File: src/rtl/pc_pkg.sv
// Shared definitions for the program-counter unit.
// Next-PC select encoding is also consumed by trace/debug logic.
package pc_pkg;

  localparam int XLEN_DEF = 16;

  typedef enum logic [2:0] {
    SEL_TRAP,
    SEL_REDIR,
    SEL_RET,
    SEL_UNDER,
    SEL_HOLD,
    SEL_INC
  } pc_sel_e;

endpackage

File: src/rtl/pc_ras.sv
// Circular return-address stack for call/return prediction.
// A push when full overwrites the oldest entry.
module pc_ras
  import pc_pkg::*;
#(
  parameter int XLEN      = XLEN_DEF,
  parameter int RAS_DEPTH = 4
) (
  input  logic            clk,
  input  logic            reset,
  input  logic            push,
  input  logic [XLEN-1:0] push_data,
  input  logic            pop,
  output logic [XLEN-1:0] top,
  output logic            empty,
  output logic            full
);

  localparam int PW = $clog2(RAS_DEPTH);
  localparam logic [PW:0] DEPTH = (PW+1)'(RAS_DEPTH);

  logic [XLEN-1:0] mem [RAS_DEPTH];
  logic [PW-1:0]   ptr;
  logic [PW-1:0]   ptr_up;
  logic [PW:0]     count;

  assign ptr_up = ptr + 1'b1;

  always_ff @(posedge clk or posedge reset) begin
    if (reset) begin
      ptr   <= '0;
      count <= '0;
    end else if (push) begin
      ptr <= ptr_up;
      if (count != DEPTH)
        count <= count + 1'b1;
    end else if (pop && count != '0) begin
      ptr   <= ptr - 1'b1;
      count <= count - 1'b1;
    end
  end

  // Storage needs no reset; count gates what is visible.
  always_ff @(posedge clk) begin
    if (push && !reset)
      mem[ptr_up] <= push_data;
  end

  assign top   = mem[ptr];
  assign empty = (count == '0);
  assign full  = (count == DEPTH);

endmodule

File: src/rtl/pc_unit.sv
// Program counter with stall, trap entry, epc capture and RAS.
// Sits at the head of fetch and drives the imem address.
module pc_unit
  import pc_pkg::*;
#(
  parameter int            XLEN      = XLEN_DEF,
  parameter logic [XLEN-1:0] RESET_VEC = '0,
  parameter logic [XLEN-1:0] TRAP_VEC  = XLEN'(16'h0010),
  parameter int            INC       = 1,
  parameter int            RAS_DEPTH = 4
) (
  input  logic            clk,
  input  logic            reset,
  input  logic            stall,
  input  logic            redirect,
  input  logic [XLEN-1:0] redirect_target,
  input  logic            call,
  input  logic            ret,
  input  logic            trap,
  output logic [XLEN-1:0] pc,
  output logic [XLEN-1:0] pc_next,
  output logic [XLEN-1:0] epc,
  output logic            ras_empty,
  output logic            ras_full,
  output logic            ras_underflow
);

  localparam logic [XLEN-1:0] INC_V = XLEN'(INC);

  pc_sel_e         sel;
  logic [XLEN-1:0] pc_inc;
  logic [XLEN-1:0] ras_top;
  logic            push;
  logic            pop;

  assign pc_inc = pc + INC_V;

  always_comb begin
    sel = SEL_INC;
    if (trap)
      sel = SEL_TRAP;
    else if (redirect)
      sel = SEL_REDIR;
    else if (ret && !ras_empty)
      sel = SEL_RET;
    else if (ret)
      sel = SEL_UNDER;
    else if (stall)
      sel = SEL_HOLD;
  end

  always_comb begin
    pc_next = pc_inc;
    unique case (sel)
      SEL_TRAP:  pc_next = TRAP_VEC;
      SEL_REDIR: pc_next = redirect_target;
      SEL_RET:   pc_next = ras_top;
      SEL_UNDER: pc_next = TRAP_VEC;
      SEL_HOLD:  pc_next = pc;
      SEL_INC:   pc_next = pc_inc;
      default:   pc_next = pc_inc;
    endcase
  end

  // A call only counts when the redirect actually wins.
  assign push = (sel == SEL_REDIR) && call;
  assign pop  = (sel == SEL_RET);

  always_ff @(posedge clk or posedge reset) begin
    if (reset) begin
      pc            <= RESET_VEC;
      epc           <= '0;
      ras_underflow <= 1'b0;
    end else begin
      pc            <= pc_next;
      ras_underflow <= (sel == SEL_UNDER);
      if (sel == SEL_TRAP || sel == SEL_UNDER)
        epc <= pc;
    end
  end

  pc_ras #(
    .XLEN      (XLEN),
    .RAS_DEPTH (RAS_DEPTH)
  ) u_ras (
    .clk       (clk),
    .reset     (reset),
    .push      (push),
    .push_data (pc_inc),
    .pop       (pop),
    .top       (ras_top),
    .empty     (ras_empty),
    .full      (ras_full)
  );

endmodule

File: config.mk
export PLATFORM = sky130hd
export DESIGN_NAME = pc_unit
export DESIGN_NICKNAME = d
export VERILOG_FILES = /design/src/rtl/pc_pkg.sv /design/src/rtl/pc_ras.sv /design/src/rtl/pc_unit.sv
export SDC_FILE = /design/constraint.sdc
export NUM_CORES = 1
export LEC_CHECK = 0
export CORE_UTILIZATION = 53
export CTS_CLUSTER_DIAMETER = 30
export DETAILED_ROUTE_END_ITERATION = 8
export MAX_ROUTING_LAYER = met4
export PLACE_DENSITY_LB_ADDON = 0.05
export SYNTH_ARGS = -nofsm -noshare
export SYNTH_HDL_FRONTEND = slang
export SYNTH_SLANG_ARGS = --single-unit
File: constraint.sdc
create_clock -name clk -period 2.4 [get_ports clk]
set_clock_uncertainty 0.05 [all_clocks]
set_input_delay 0.48 -clock clk [delete_from_list [all_inputs] [get_ports clk]]
set_output_delay 0.48 -clock clk [all_outputs]
set_load 0.02 [all_outputs]
==> metrics.yaml, run 1 <==
status: "finished with violations"
violations: "setup timing"
grt_pass1_wl_um: 17700
n_fill_cell: 442
synth_edf_count: 64
p_leak_nw: 2.74
diodes: 0
drive_gt1_share_pct: 43.5
multiInputGateArea_um2: 1850
crit_chain: "ha_4 -> nand4_1 -> or3_4 -> xor2_4 -> a21oi_2 -> buf_6"
worstReg2RegStart: "pc[0]$_DFF_PP0_"
via_per_inst: 5.73
clkLatencyLatePin_ns: 0.37
grt_max_degree: 26
holdPathStages: 2
syn_area_um2: 4610
end_kind: "output pin"
area_delta_synth_final_pct: 47.1
cts_max_path_buffers: 2
critPathRequiredTime_ns: 1.87
fp.coreArea_um2: 8300
worst_slack_ns: -0.285
max_stage_delay_ns: 0.46
drt_pass1_iterations: 5
maxCapViolCount: 0
synthArstFlopShare_pct: 37.3
die_y_um: 95.3
slew_violations: 0
crit_family: "simple AND/OR/NAND/NOR gates"
fin_crit_sh_pct: 112
r2r_setup_slack_ns: 0.31
cts_tree: "built"
layout_common_cells: "buf_4, edfxtp_1, clkdlybuf4s50_1, dfrtp_1"
hold_violations: 0
die-area_um2: 9070
holdCritStartpoint: "epc[5]$_DFFE_PP0P_"
avgSynthCellArea_um2: 14.1
setup_viol: 16
fmax_mhz: 373
hp-class: "reg2reg"
critPathMaxFanout: 3
vias: 3471
crit_path_start_kind: "flop"
cts-root-buf: "clkbuf_8"
crit-reg2reg-capture: "pc[10]$_DFF_PP0_"
cts_sinks: 102
reg2regPathDepth: 8
cp_num_buf_inv: 1
layout_commonest_cell: "buf_4"
routedWlPerCell_um: 19.3
fin_crit_ns: 2.68
initial_core_util_pct: 55.5
grt_pass1_vias: 3270
io_buffers: 73
maxSlewHeadroom_pct: 73.6
synthDistinctLibCells: 46
crit_path_top_delay_cell: "or3_4"
rows: 33
synth_top_cell_by_area: "edfxtp_1"
syn_nets: 356
drc: 0
peakVddDrop_mv: 0.630
cts-buffers-inserted: 9
fp.dieW_um: 95.3
routed_wl_um: 11700
grt_antenna_before_repair: 0
gp_congestion: 0.882
ant_nets: 0
yosys_warnings: 0
ys_ff_latch: 102
final_util_pct: 81.7
ys_seq_area_share_pct: 62.3
synth_top_area_share_pct: 41.7
ios: 74
htreeDepth: 3
hpwl_um: 8150
synth_area_leaders: "edfxtp_1, dfrtp_1, mux4_2"
synth-main-ff-cell: "edfxtp_1"
cp.arrival_ns: 2.15
drt_iter0_markers: 266
power_density_nw_per_um2: 824
worstSetupPathType: "reg2out"
grt_usage_pct: 27.9
rsz0062_at_grt: "yes"
seqCellArea_um2: 2870
min_to: "epc[5]$_DFFE_PP0P_"
holdWs_ns: 0.440
final_nets: 525
grt_overflow: 0
cts.clk_slew.worst_paths_ns: 0.10
synth_cells: 327
worst_slew_pin_slew_ns: 0.393
[routing by layer]
| metal | global-route usage [%] | wire length, um |
|---|---|---|
| met5 | - | 0 |
| met4 | 6.94 | 248 |
| met3 | 6.78 | 862 |
| met2 | 41.5 | 5600 |
| met1 | 39.0 | 5000 |
[what timing repair did]
action	4_1_cts	5_1_grt
resized for setup	129	19
setup endpoints to repair	17	17
pin swaps	15	14
buffers inserted	7	7
cloned	1	0
hold buffers	0	0
[worst min-delay path: cells and delay by family, from the launching register on]
family / cells / cell delay (ns)
AOI/OAI and AO/OA: 1 / 0.06
DFF: 1 / 0.35
and+or+nand+nor: 1 / 0.05
[synthesized netlist by cell type (all sizes together), types with 9 or more instances]
library cell and instances:
a21oi 14, a22oi 10, buf 10, clkbuf 10, dfrtp 38, edfxtp 64
inv 21, mux2 15, mux4 16, nand2 24, nor2b 9, o31ai 10
xnor2 11
[registers in the layout (all words and copies together) (netlist names)]
| signal | cells |
|---|---|
| epc | 16 |
| pc | 16 |
| ras_underflow | 1 |
| u_ras.count | 3 |
| u_ras.mem | 64 |
| u_ras.ptr | 2 |
[metrics by stage]
step	instance area (um2)	setup TNS [ns]	cells	power [mW]	setup slack (ns)
final	6780	-2.21	606	5.59	-0.285
after global routing	6780	-3.46	606	5.85	-0.299
after CTS	6650	-2.21	599	5.48	-0.212
after detailed placement	6200	-33.90	575	4.31	-0.765
after global placement	6200	-31.06	575	4.27	-0.734
after floorplan	4650	0	327	3.31	0.00693
[worst max-delay path by stage]
stage                                from          end  slack [ns]  depth (start not counted)
after floorplan                      trap   pc_next[0]       0.007                          6
after global placement                ret   pc_next[9]       -0.73                          7
after detailed placement              ret  pc_next[15]       -0.76                          7
after CTS                 pc[1]$_DFF_PP0_   pc_next[6]       -0.21                          7
after global routing      pc[0]$_DFF_PP0_  pc_next[10]       -0.30                          6
final                     pc[0]$_DFF_PP0_  pc_next[10]       -0.28                          6
[where the power goes]
| part | switching (mW) | internal (mW) |
|---|---|---|
| Clock | 0.640 | 0.403 |
| Sequential | 0.124 | 2.08 |
| Combinational | 1.09 | 1.25 |
| Total | 1.85 | 3.73 |
[logic make-up after synthesis]
group	share of synthesized area, %
flip-flops	62.3
AND/OR/NAND/NOR	8.47
AO/OA/AOI/OAI	8.50
buffers and inverters	3.94
multiplexers	11.9
XOR/XNOR	3.23
adder cells (fa/ha/maj)	1.63
[area by class of cell]
cell class              count  share of cell area, %
repair buffers            178                   24.5
clock inverters             7                  0.978
flip-flops and latches    102                   42.4
inverters                  21                   1.16
clock buffers               9                   1.83
well taps                 105                   1.94
multi-input cells         184                   27.2
Power figures use the tool's default switching activity.
==> run 2: changes to the inputs <==
--- a/config.mk
+++ b/config.mk
@@ -5,7 +5,7 @@
 export SDC_FILE = /design/constraint.sdc
 export NUM_CORES = 1
 export LEC_CHECK = 0
-export CORE_UTILIZATION = 53
+export CORE_UTILIZATION = 48
 export CTS_CLUSTER_DIAMETER = 30
 export DETAILED_ROUTE_END_ITERATION = 8
 export MAX_ROUTING_LAYER = met4
==> constraint.sdc (replaced) <==
create_clock -name clk -period 2.2 [get_ports clk]
set_clock_uncertainty 0.05 [all_clocks]
set_input_delay 0.44 -clock clk [delete_from_list [all_inputs] [get_ports clk]]
set_output_delay 0.44 -clock clk [all_outputs]
set_load 0.02 [all_outputs]
==> run 2 against run 1 <==
Against the previous run: the flow still finishes with violations (setup timing); power grew 7.7%; critical path depth shrank 1; via count shrank 1.7%; sequential power grew 9%; sequential share of layout area shrank 0.42 points; critical path type unchanged; critical endpoint is now pc_next[7].
==> metrics.yaml, run 2 (synthesized netlist as in run 1, its figures left out) <==
rsz0062_at_grt: "yes"  # unchanged
grt_pass1_vias: 3435  # was 3270
end_kind: "output pin"  # unchanged
grt_antenna_before_repair: 0  # unchanged
vias: 3413  # was 3471
critPathMaxFanout: 5  # was 3
peakVddDrop_mv: 0.482  # was 0.630 mV
swShare_pct: 33.6  # was 33.1%
p_int_mw: 4.00  # was 3.73 mW
area_delta_synth_final_pct: 48.8  # was 47.1%
status: "finished with violations"  # unchanged
p_clk_share_pct: 19.4  # was 18.7%
largestRegisters: "u_ras.mem: 64 flops, epc: 16 flops, pc: 16 flops"  # unchanged
power_density_nw_per_um2: 877  # was 824 nW/um2
drive_gt1_share_pct: 45.9  # was 43.5%
slew_violations: 0  # unchanged
worst_slew_pin_slew_ns: 0.447  # was 0.393 ns
routed_wl_um: 12000  # was 11700 um
worstSetupPathType: "reg2out"  # unchanged
via_per_inst: 5.40  # was 5.73
drt_iter0_markers: 160  # was 266
layout_commonest_cell: "buf_4"  # unchanged
final_util_pct: 73.9  # was 81.7%
violations: "setup timing"  # unchanged
power_switching_mw: 2.02  # was 1.85 mW
maxCapViolCount: 0  # unchanged
gp_congestion: 0.878  # was 0.882
largest_register_ffs: 64  # unchanged
maxSlewHeadroom_pct: 70.0  # was 73.6%
cts-buffers-inserted: 9  # unchanged
die_y_um: 100  # was 95.3 um
cp.arrival_ns: 2.05  # was 2.15 ns
crit_path_start_kind: "flop"  # unchanged
routedWlPerCell_um: 19.0  # was 19.3 um
critPathRequiredTime_ns: 1.71  # was 1.87 ns
largest-register: "u_ras.mem"  # unchanged
cts.clk_slew.worst_paths_ns: 0.11  # was 0.10 ns
hp-class: "in2async"  # was reg2reg
hold_violations: 0  # unchanged
worst_slack_ns: -0.343  # was -0.285 ns
grt_max_degree: 24  # was 26
power_mw: 6.02  # was 5.59 mW
reg2regPathDepth: 8  # unchanged
drc: 0  # unchanged
setup_viol: 16  # unchanged
cts_sinks: 102  # unchanged
p_leak_nw: 2.73  # was 2.74 nW
fin_crit_ns: 2.54
final_nets: 527  # was 525
htreeDepth: 3  # unchanged
diodes: 0  # unchanged
grt_overflow: 0  # unchanged
hpwl_um: 8150  # about the same
cts_max_path_buffers: 2  # unchanged
die-area_um2: 10000  # was 9070 um2
io_buffers: 73  # unchanged
fp.dieW_um: 100  # was 95.3 um
fmax_mhz: 393
initial_core_util_pct: 49.6  # was 55.5%
clkLatencyLatePin_ns: 0.37  # about the same
ios: 74  # unchanged
rows: 35  # was 33
fin_crit_sh_pct: 116
cts-root-buf: "clkbuf_8"  # unchanged
fp.coreArea_um2: 9280  # was 8300 um2
pwr-share-seq_pct: 40.0  # was 39.5%
grt_pass1_wl_um: 18400  # was 17700 um
ant_nets: 0  # unchanged
pwr-share-comb_pct: 40.6  # was 41.8%
cts_tree: "built"  # unchanged
grt_usage_pct: 25.8  # was 27.9%
layout_common_cells: "buf_4, edfxtp_1, clkdlybuf4s50_1, dfrtp_1, nand2_1"  # was buf_4, edfxtp_1, clkdlybuf4s50_1, dfrtp_1
drt_pass1_iterations: 4  # was 5
==> run 2: cell count changes in the layout (fill, tap and decap cells not counted), moves of 2 or more <==
cell	previous run	this run
dfrtp_1	37	33
dfrtp_2	1	5
buf_2	1	4
a31oi_2	1	3
buf_16	0	2
buf_4	94	96
clkinvlp_4	0	2
nand2_1	21	23
nand2_2	3	1
o2bb2ai_1	2	0
o2bb2ai_2	0	2
==> run 2: layout make-up <==
| class | instances | area, um2 |
|---|---|---|
| Clock buffer | 9 | 124 |
| Inverter | 21 | 78.8 |
| Timing Repair Buffer | 180 | 1680 |
| Multi-Input combinational cell | 184 | 1860 |
| Clock inverter | 7 | 76.3 |
| Tap cell | 129 | 161 |
| Sequential cell | 102 | 2880 |
| Fill cell | 619 | 2420 |
==> run 2: path summary, 6_finish.rpt <==
path	from	to	slack, ns
min in group clk	epc[15]$_DFFE_PP0P_	epc[15]$_DFFE_PP0P_	0.45
min reg2reg	epc[15]$_DFFE_PP0P_	epc[15]$_DFFE_PP0P_	0.45
min	reset	u_ras.ptr[1]$_DFFE_PP0P_	0.40
max	u_ras.ptr[0]$_DFFE_PP0P_	pc_next[7]	-0.34
max reg2reg	u_ras.ptr[0]$_DFFE_PP0P_	pc[12]$_DFF_PP0_	0.21
max in group asynchronous	reset	pc[9]$_DFF_PP0_	1.40
==> run 2: through the flow <==
stage,instance area (um2),std cells,setup slack [ns],hold WS (ns),setup TNS (ns)
2_1_floorplan,4680,327,-0.0344,0.478,-0.0344
3_3_place_gp,6250,596,-0.795,0.416,-42.58
3_5_place_dp,6250,596,-0.815,0.429,-45.72
4_1_cts,6770,629,-0.323,0.398,-4.17
5_1_grt,6860,632,-0.414,0.430,-5.66
6_report,6860,632,-0.343,0.397,-4.33
==> run 2: metal layers <==
layer,track usage (%),part of all wire (%),up-vias
met5,-,0,-
met3,4.53,6.0,18
li1,-,-,1567
met2,39.3,48,126
met4,8.70,1.9,0
met1,35.4,44,1702
==> run 2: power by group through the flow <==
stage                     Clock [mW]  Combinational (mW)  Sequential, mW
after floorplan                    0                1.06            2.56
after global placement             0                2.18            2.42
after detailed placement           0                2.21            2.42
after CTS                       1.20                2.35            2.40
after global routing            1.27                2.60            2.43
final                           1.17                2.44            2.40
==> run 2: timing repair <==
item	4_1_cts	5_1_grt
hold buffers	0	0
buffers inserted	15	4
pin swaps	15	3
hold endpoints to repair	0	0
cloned	2	0
endpoints found under the setup margin	83	17
resized for setup	139	14
==> run 2: critical path, stage by stage, from the launching register on <==
cell	delay, ns
dfrtp_1	0.42
buf_6	0.15
mux4_2	0.57
a221oi_4	0.33
a21oi_2	0.07
buf_6	0.15
